### src/rtl/event_pop_reader.sv
// event_pop_reader
//   Pop-side reader for the DVS event input FIFO. It drains buffered events
//   through the FIFO's pop/empty interface. Events with coordinates outside
//   the sensor are dropped. Accepted events are registered together with the
//   timestamp delta to the previous accepted event and presented on a
//   valid/ready stream. Enable/flush control and saturating event and drop
//   counters are also provided.
//
// Ports
//   clk, rst       clock (posedge) and asynchronous active-high reset
//   enable         1 = drain the FIFO while running
//   flush          1-cycle pulse: discard everything buffered in the FIFO
//   fifo_empty     FIFO empty flag
//   fifo_x/y/pol/ts head-of-FIFO event (valid while !fifo_empty)
//   fifo_pop       pop request to the FIFO (combinational)
//   out_valid      output event valid
//   out_ready      downstream accept
//   out_x/y/pol/ts registered event fields
//   out_dt         out_ts minus previous accepted ts (mod 2^16), 0 if first
//   out_first      first event since reset or since a flush completed
//   busy           controller not idle
//   evt_cnt        events loaded to the output, saturating
//   drop_cnt       out-of-range events popped and dropped, saturating
module event_pop_reader #(
  parameter int SENSOR_W = 320,
  parameter int SENSOR_H = 320,
  parameter int CNT_W    = 16
) (
  input  logic             clk,
  input  logic             rst,
  input  logic             enable,
  input  logic             flush,
  input  logic             fifo_empty,
  input  logic [8:0]       fifo_x,
  input  logic [8:0]       fifo_y,
  input  logic             fifo_pol,
  input  logic [15:0]      fifo_ts,
  output logic             fifo_pop,
  output logic             out_valid,
  input  logic             out_ready,
  output logic [8:0]       out_x,
  output logic [8:0]       out_y,
  output logic             out_pol,
  output logic [15:0]      out_ts,
  output logic [15:0]      out_dt,
  output logic             out_first,
  output logic             busy,
  output logic [CNT_W-1:0] evt_cnt,
  output logic [CNT_W-1:0] drop_cnt
);

  typedef enum logic [1:0] {
    IDLE  = 2'd0,
    RUN   = 2'd1,
    FLUSH = 2'd2
  } state_t;

  state_t      state, state_nxt;
  logic        first_armed;
  logic [15:0] last_ts;
  logic        in_range;
  logic        load_p0;
  logic        drop_p0;

  function automatic logic [CNT_W-1:0] sat_inc(input logic [CNT_W-1:0] v);
    if (&v) return v;
    return v + {{(CNT_W-1){1'b0}}, 1'b1};
  endfunction

  // Delta wraps naturally in 16 bits; the first event after reset/flush has
  // no predecessor, so its delta is forced to zero.
  function automatic logic [15:0] ts_delta(input logic [15:0] cur,
                                           input logic [15:0] prev,
                                           input logic        first);
    if (first) return 16'd0;
    return cur - prev;
  endfunction

  always_comb begin
    state_nxt = state;
    fifo_pop  = 1'b0;
    case (state)
      IDLE: begin
        if (flush)       state_nxt = FLUSH;
        else if (enable) state_nxt = RUN;
      end
      RUN: begin
        // Pop only when the output register is free or being emptied now.
        fifo_pop = !fifo_empty && (!out_valid || out_ready);
        if (flush)        state_nxt = FLUSH;
        else if (!enable) state_nxt = IDLE;
      end
      FLUSH: begin
        fifo_pop = !fifo_empty;
        if (fifo_empty) state_nxt = enable ? RUN : IDLE;
      end
      default: state_nxt = IDLE;
    endcase
  end

  assign in_range = (int'(fifo_x) < SENSOR_W) && (int'(fifo_y) < SENSOR_H);
  // Pops made while flushing are discarded and never counted.
  assign load_p0  = (state == RUN) && fifo_pop && in_range;
  assign drop_p0  = (state == RUN) && fifo_pop && !in_range;
  assign busy     = (state != IDLE);

  // ---- stage boundary: popped head -> registered output ----
  always_ff @(posedge clk or posedge rst) begin
    if (rst) begin
      state       <= IDLE;
      out_valid   <= 1'b0;
      first_armed <= 1'b1;
      last_ts     <= 16'd0;
      evt_cnt     <= '0;
      drop_cnt    <= '0;
    end else begin
      state <= state_nxt;
      if (load_p0)        out_valid <= 1'b1;
      else if (out_ready) out_valid <= 1'b0;
      if (load_p0) begin
        first_armed <= 1'b0;
        last_ts     <= fifo_ts;
        evt_cnt     <= sat_inc(evt_cnt);
      end else if (state == FLUSH) begin
        first_armed <= 1'b1;
      end
      if (drop_p0) drop_cnt <= sat_inc(drop_cnt);
    end
  end

  always_ff @(posedge clk or posedge rst) begin
    if (rst) begin
      out_x     <= 9'd0;
      out_y     <= 9'd0;
      out_pol   <= 1'b0;
      out_ts    <= 16'd0;
      out_dt    <= 16'd0;
      out_first <= 1'b0;
    end else if (load_p0) begin
      out_x     <= fifo_x;
      out_y     <= fifo_y;
      out_pol   <= fifo_pol;
      out_ts    <= fifo_ts;
      out_dt    <= ts_delta(fifo_ts, last_ts, first_armed);
      out_first <= first_armed;
    end
  end

endmodule
### config.mk
export PLATFORM = sky130hd
export DESIGN_NAME = event_pop_reader
export DESIGN_NICKNAME = d
export VERILOG_FILES = /design/src/rtl/event_pop_reader.sv
export SDC_FILE = /design/constraint.sdc
export NUM_CORES = 1
export LEC_CHECK = 0
export BUFFER_PORTS_ARGS = -buffer_cell sky130_fd_sc_hd__buf_2
export CORE_ASPECT_RATIO = 0.8
export CORE_MARGIN = 8
export CORE_UTILIZATION = 50
export DETAILED_ROUTE_END_ITERATION = 8
export GPL_ROUTABILITY_DRIVEN = 1
export MAX_ROUTING_LAYER = met4
export PLACE_DENSITY = 0.79
export SLEW_MARGIN = 15
export SYNTH_ARGS = -nofsm -noshare
export SYNTH_HDL_FRONTEND = slang
export SYNTH_SLANG_ARGS = --single-unit
### constraint.sdc
create_clock -name clk -period 4.7 [get_ports clk]
set_input_delay 0.94 -clock clk [delete_from_list [all_inputs] [get_ports clk]]
set_output_delay 0.94 -clock clk [all_outputs]
set_load 0.03 [all_outputs]
Word-level counts from Yosys, hierarchy flattened

Index checks and enable logic that the tools add are counted.

Flip-flop bits (word level): 88
Latch bits: 0
Memory bits (writable): 0
ROM bits: 0
Bits of input ports: 41
Memories kept: 0

Add/sub/neg operators: 3
Multiply operators: 0
Divide/modulo/power cells: 0
$lt $le $gt $ge: 2
Eq/ne operators: 7
Shifts and indexed selects: 0
Mux-type cells: 22
Bitwise logic cells: 0
Reduce and logical (&&, ||, !) cells: 18

Operators by type and width:

| operator                                                               | number |
|---|---|
| 16-bit two-way mux                                                     | 4 |
| 16-bit by 1-bit adder with 16-bit output (second input constant)       | 2 |
| 16-bit AND reduction                                                   | 2 |
| 9-bit less-than comparator (second input constant)                     | 2 |
| 16-bit subtractor                                                      | 1 |
| 1-bit two-way mux                                                      | 11 |
| 2-bit two-way mux                                                      | 5 |
| 2-bit inequality test (second input constant)                          | 3 |
| 3-bit inequality test (second input constant)                          | 2 |
| 2-bit case mux with 3 select lines                                     | 1 |
| 2-bit nonzero test                                                     | 3 |
| 1-bit logical AND                                                      | 5 |
| 2-bit AND reduction                                                    | 2 |
| 1-bit zero test                                                        | 3 |
| 3-bit AND reduction                                                    | 1 |
| 2-bit by 1-bit equality test with 1-bit output (second input constant) | 1 |
| 2-bit equality test (second input constant)                            | 1 |
| 2-bit zero test                                                        | 1 |
| 1-bit case mux with 2 select lines                                     | 1 |
| 1-bit logical OR                                                       | 1 |

Depth between registers and ports, before layout

Gate-level depths: netlist (run 1).

Word-level depth: 9
Gate-level depth with buffers: 9

Worst setup path after synthesis (run 1)

No wires, ideal clock.

Path kind: input port to output port
From: input out_ready
To: output fifo_pop
Arrival time: 1863 ps
Required time: 3760 ps
Setup slack: 1897 ps
Stages: 3
Path buffers: 0
Cells stage by stage: nand2b_1 > a21oi_1 > nor3b_1

Word-level cells in the longest chain between the ends: 3

RTL lines:

| item                               | RTL line | RTL |
|---|---|---|
| start: declaration                 | 40       | `input logic out_ready,` |
| 1-bit logical OR                   | 89       | `fifo_pop = !fifo_empty && (!out_valid \|\| out_ready);` |
| 1-bit logical AND                  | 89       |  |
| 1-bit case mux with 2 select lines | 82       | `case (state)` |
| end: declaration                   | 38       | `output logic fifo_pop,` |

No other way between the ends.

Final worst setup path (run 1)

From: register state[0]
To: register evt_cnt[1]

Word-level cells in the longest chain between the ends: 5

RTL lines:

| item                                                                                         | RTL line | RTL |
|---|---|---|
| start: declaration                                                                           | 58       | `state_t state, state_nxt;` |
| start signal: assignment                                                                     | 117      | `state <= state_nxt;` |
| 2-bit equality test / 2-bit by 1-bit equality test with 1-bit output (equally long branches) | 82, 103  |  |
| 1-bit case mux with 2 select lines                                                           | 82       |  |
| 1-bit logical AND * (2 in a row)                                                             | 103      | `assign load_p0 = (state == RUN) && fifo_pop && in_range;` |
| 2-bit AND reduction (no source line) *                                                       | --       |  |
| end signal: assignment                                                                       | 123      | `evt_cnt <= sat_inc(evt_cnt);` |
| end: declaration                                                                             | 48       | `output logic [CNT_W-1:0] evt_cnt,` |

Mark *: on every way between the ends. The rest lies on a longest branch, timed or not.
A chain may end at the register's enable or synchronous reset.

==> results of run 1 <==
==> worst reg2reg max path, stage by stage, from the launching register on <==
cell and delay, ps:
dfrtp_1 410, inv_1 100, ha_1 260, o2111a_1 350
nand3_2 620, a31oi_2 700, mux2_2 400
==> worst max path at each step <==
stage,from,endpoint,slack [ps],cells after the start
4_1_cts,state[0],evt_cnt[1],1730,6
3_3_place_gp,out_ready,evt_cnt[1],1490,6
5_1_grt,state[0],evt_cnt[1],1530,6
3_5_place_dp,out_ready,evt_cnt[1],1380,6
2_1_floorplan,rst,drop_cnt[0],1480,1
6_report,state[0],evt_cnt[1],1750,6
==> registers in the layout, indices dropped and copies added, names as in the netlist <==
signal / cells
drop_cnt: 16
evt_cnt: 16
first_armed: 1
out_dt: 16
out_first: 1
out_pol: 1
out_ts: 16
out_valid: 1
out_x: 9
out_y: 9
state: 2
==> logic make-up after synthesis <==
group | synth area share, %
and+or+nand+nor | 10.91
DFF | 50.17
AOI/OAI and AO/OA | 10.54
xor gates and xnor gates | 8.575
buffers and inverters | 3.875
muxes | 9.202
adders and majority gates | 6.724
==> cells in the mapped netlist (all sizes together) (5+ instances only) <==
master / count
nand2b: 5
xor2: 12
nor2: 9
a21oi: 13
inv: 31
o31ai: 7
xnor2: 31
a22o: 9
mux2: 35
nand2: 30
dfrtp: 87
o21ai: 6
nor3: 6
nand3: 17
nand4: 10
buf: 8
ha: 22
and3: 8
==> layer usage <==
layer,track usage (%),share of wire [%]
met5,-,0
met4,6.609,1.4
met3,4.433,6.0
met2,27.21,48
met1,22.67,45
==> cell usage in the layout, fill, tap and decap left out, types with 2 or more instances in the layout <==
| cell type | synthesis | final |
|---|---|---|
| clkbuf_8 | 0 | 10 |
| nor3_1 | 6 | 6 |
| buf_4 | 3 | 3 |
| ha_1 | 22 | 22 |
| nand4_1 | 10 | 10 |
| dfrtp_1 | 87 | 87 |
| inv_1 | 31 | 30 |
| and3_1 | 8 | 8 |
| mux2_2 | 35 | 35 |
| o21a_1 | 2 | 2 |
| buf_2 | 4 | 127 |
| nand3_1 | 17 | 16 |
| nand2b_1 | 5 | 5 |
| a22o_1 | 9 | 9 |
| o31ai_1 | 7 | 7 |
| clkbuf_1 | 2 | 2 |
| a31oi_1 | 3 | 3 |
| o41ai_1 | 3 | 3 |
| nor2_1 | 8 | 8 |
| xor2_1 | 12 | 12 |
| a211oi_1 | 2 | 2 |
| a21oi_1 | 13 | 13 |
| nor2b_1 | 2 | 2 |
| or2_2 | 2 | 2 |
| clkinv_2 | 0 | 2 |
| a21o_1 | 4 | 4 |
| nand2_1 | 30 | 30 |
| o21ai_0 | 6 | 6 |
| xnor2_1 | 31 | 31 |
==> per-stage QoR <==
| step | hold WS [ps] | util (%) |
|---|---|---|
| 2_1_floorplan | 494.2 | - |
| 6_report | 477.0 | 62.56 |
| 3_3_place_gp | 457.2 | 60.35 |
| 4_1_cts | 483.0 | 62.56 |
| 5_1_grt | 507.7 | 62.56 |
| 3_5_place_dp | 465.2 | 60.35 |
==> power groups by stage <==
stage | Clock, mW | Combinational, mW | Sequential, mW
2_1_floorplan | 0 | 0.725 | 1.54
3_3_place_gp | 0 | 1.53 | 1.15
3_5_place_dp | 0 | 1.57 | 1.16
4_1_cts | 0.528 | 1.57 | 1.15
5_1_grt | 0.559 | 1.68 | 1.18
6_report | 0.508 | 1.55 | 1.14
==> final cells by class <==
type	count	area (um^2)	area share, %
Timing Repair Buffer	130	658.1	12.35
Tap cell	112	140.1	2.629
Inverter	31	117.6	2.207
Clock buffer	12	145.1	2.723
Multi-Input combinational cell	259	2023	37.96
Sequential cell	88	2203	41.34
Clock inverter	3	42.54	0.7981
==> reports/results.ini, run 1 <==
[worst_hold_path]
hp-start = out_dt[1]
whs_path_depth = 2
whs_endpoint = out_dt[1]
hold_path.class = register to register

[power_and_ir_drop]
vdd_drop_max_mv = 0.3154
combPwrFrac_pct = 48.5
p_per_area_nw_per_um2 = 601.5
p_total_mw = 3.206
leakage_nw = 2.816
p_seq_share_pct = 35.7
switching_share_pct = 43.66
cellInternalPower_mw = 1.806
clockPowerShare_pct = 15.9
p_sw_mw = 1.400

[synth]
synth_area_um2 = 4392
synth_top_area_share_pct = 49.57
ys_types = 51
synthTopCellsByArea = dfrtp_1, mux2_2, ha_1, xnor2_1, inv_1
yosys.area.top_type = dfrtp_1
syn_avg_cell_area_um2 = 11.32
ys_ff_latch = 88
synth_edf_count = 0
async_reset_ff_share_pct = 100.0
syn_nets = 452
syn_inst = 388
synth-seq-area-share_pct = 50.17
synth_ff_type = dfrtp_1
synth_warnings = 0

[place]
routabilityCongestion = 0.8606
hpwl_um = 8044
port_buffers = 127
dp.cells = 620
post_dp_cell_area_um2 = 5142
dp_slack_ps = 1382

[floorplanning]
start_util_pct = 51.54
fp.coreArea_um2 = 8521
fp.dieH_um = 99.83
fp.dieW_um = 120.8
dieArea_um2 = 12060
num_rows = 30
io_pins = 128

[clocking]
cts_max_level = 3
cts_buffers = 9
cts_resized = 0
post_cts_buffers = 0
cts_sinks = 88
insertion_delay_ps = 360
clk_pin_slew_ps = 80
cts_hold_buffers = 0
cts_root_buf = clkbuf_8
cts_tree = built
cts_buffer_depth = 2

[status]
status = finished clean

[sta]
rsz0062_at_grt = no
hold_violations = 0
max-slew-margin-rel_pct = 42.09
fin_crit_sh_pct = 62.76
fin_ws_ps = 1750
drv_slew = 0
tns_ps = 0
setup_viol = 0
skew_ps = 8.512
post-route-min-period_ps = 2950
max_freq_mhz = 339.0
worst_pin_slew_ps = 868.7

[cells_and_area]
final_area_um2 = 5330
area_growth_pct = 21.37
nets = 583
fin_cells = 635
nFillCells = 708
drive_above_1_share_pct = 36.14
diodes = 0

[global_routing]
grt_usage_pct = 17.86
grt_pass1_vias = 3385
grt_pass1_wl_um = 16770
grt.overflow.total = 0
grt_max_degree = 53
antenna_found_initial = 0

[detailed_routing]
wl_per_cell_um = 16.27
drt_iter0_drc = 232
vias = 3337
drt_wl_total_um = 10330
vias_per_cell = 5.255
dr.pass1.iters = 4
drc = 0
ant_nets = 0

[critical_path]
worst-path-buf-inv = 1
path_max_fanout = 30
cp_data_arrival_time_ps = 3200
worst_r2r_startpoint = state[0]
rr_endpoint = evt_cnt[1]
path_delay_family = compound AO/OA/AOI/OAI gates
critical_path_class = register to register
crit_path_max_incr_delay_ps = 700
required_ps = 4950
slowest_stage = a31oi_2
worstPathCellList = inv_1 -> ha_1 -> o2111a_1 -> nand3_2 -> a31oi_2 -> mux2_2
rrSetupSlack_ps = 1750
critPathLaunchType = register
ff2ff_path_depth = 6
endpoint_kind = register

[job]
drv_cap = 0

No activity file was read; power rests on OpenSTA's default activity.
==> run 2: changes to the inputs <==
- clock period: 4.7 -> 2.8 ns (I/O delays scaled with it)
==> reports/results.ini, run 2 (synthesis results as in run 1) <==
[global_routing]
grt_usage_pct = 18.58
grt_max_degree = 89
grt_pass1_wl_um = 17760
grt_pass1_vias = 3566
grt.overflow.total = 0
antenna_found_initial = 0

[sta]
hold_violations = 0
tns_ps = 0
skew_ps = 11.24
worst_pin_slew_ps = 643.2
rsz0062_at_grt = no
max-slew-margin-rel_pct = 56.52
post-route-min-period_ps = 2449
setup_viol = 0
drv_slew = 0
fin_ws_ps = 351.5
max_freq_mhz = 408.4
fin_crit_sh_pct = 87.45

[clocking]
cts_sinks = 88
post_cts_buffers = 0
cts_resized = 0
clk_pin_slew_ps = 90
cts_root_buf = clkbuf_8
cts_tree = built
insertion_delay_ps = 360
cts_hold_buffers = 0
cts_buffer_depth = 2
cts_buffers = 9
cts_max_level = 3

[power_and_ir_drop]
p_per_area_nw_per_um2 = 1026
vdd_drop_max_mv = 0.4484
leakage_nw = 2.843
p_total_mw = 5.539

[cells_and_area]
nets = 583
final_common_cell = buf_2
area_growth_pct = 22.91
fin_util_pct = 63.35
final_cell_mix = buf_2, dfrtp_1, mux2_2
diodes = 0
drive_above_1_share_pct = 36.64

[place]
port_buffers = 127
dp_slack_ps = 117.5
routabilityCongestion = 0.9643
hpwl_um = 8049

[status]
status = finished clean

[floorplanning]
start_util_pct = 51.54
dieArea_um2 = 12060
fp.dieH_um = 99.83
fp.dieW_um = 120.8
io_pins = 128
fp.coreArea_um2 = 8521
num_rows = 30

[detailed_routing]
drt_iter0_drc = 197
drt_wl_total_um = 10580
ant_nets = 0
drc = 0
vias_per_cell = 5.319
wl_per_cell_um = 16.63
vias = 3383
dr.pass1.iters = 4

[critical_path]
required_ps = 3050
cp_data_arrival_time_ps = 2700
path_max_fanout = 4
rrSetupSlack_ps = 350
endpoint_kind = register
critical_path_class = register to register
critPathLaunchType = register

[job]
drv_cap = 0

[worst_hold_path]
hold_path.class = input port to asynchronous set/reset pin

## run 2: cell types whose count changed in the layout (fill, tap and decap cells not counted)
| cell | change |
|---|---|
| inv_6 | +1 |
| clkinvlp_4 | +1 |
| clkbuf_1 | -2 |
| clkinv_4 | +1 |
| buf_12 | +2 |
| bufinv_16 | +1 |
| clkinv_2 | -1 |
| buf_4 | -2 |
## run 2: path summary, 6_finish.rpt
path	endpoint	start	cells past startpoint
max in group asynchronous	first_armed	rst	3
setup / recovery	out_dt[8]	out_ts[0]	8
min in group clk	out_y[1]	fifo_y[1]	2
setup reg to reg	out_dt[8]	out_ts[0]	8
hold / removal	drop_cnt[0]	rst	3
hold reg to reg	out_dt[11]	out_dt[11]	2
## run 2: critical path, stage by stage, from the launching register on
cell and delay [ps]:
dfrtp_1 420, ha_1 200, fa_1 400, nor2b_1 240, o2111ai_1 230, a21oi_1 340
o22ai_1 160, xnor2_1 160, a22o_1 200
## run 2: stage by stage
step	area [um^2]	cells	hold slack, ps
floorplan	4395	388	494.2
global placement	5170	620	459.4
detailed placement	5170	620	475.4
CTS	5398	636	342.0
global route	5398	636	365.8
finish	5398	636	300.4
## run 2: final cells by class
cell class,count,area (um^2)
clock buffers,10,137.6
clock inverters,6,90.09
fillers,704,3123
inverters,31,120.1
multi-input cells,259,2023
flip-flops and latches,88,2203
well taps,112,140.1
repair buffers,130,683.2
## run 2: where the power goes
part | switching, mW | internal [mW]
registers | 0.266 | 1.64
logic | 1.67 | 0.961
clock network | 0.463 | 0.530
total | 2.40 | 3.14
## run 2: routing by layer
| metal | vias up | GRT usage [%] | share of wire, % |
|---|---|---|---|
| met5 | - | - | 0 |
| met2 | 112 | 28.78 | 48 |
| met3 | 24 | 4.265 | 5.3 |
| met4 | 0 | 7.854 | 2.4 |
| li1 | 1621 | - | - |
| met1 | 1626 | 23.07 | 44 |
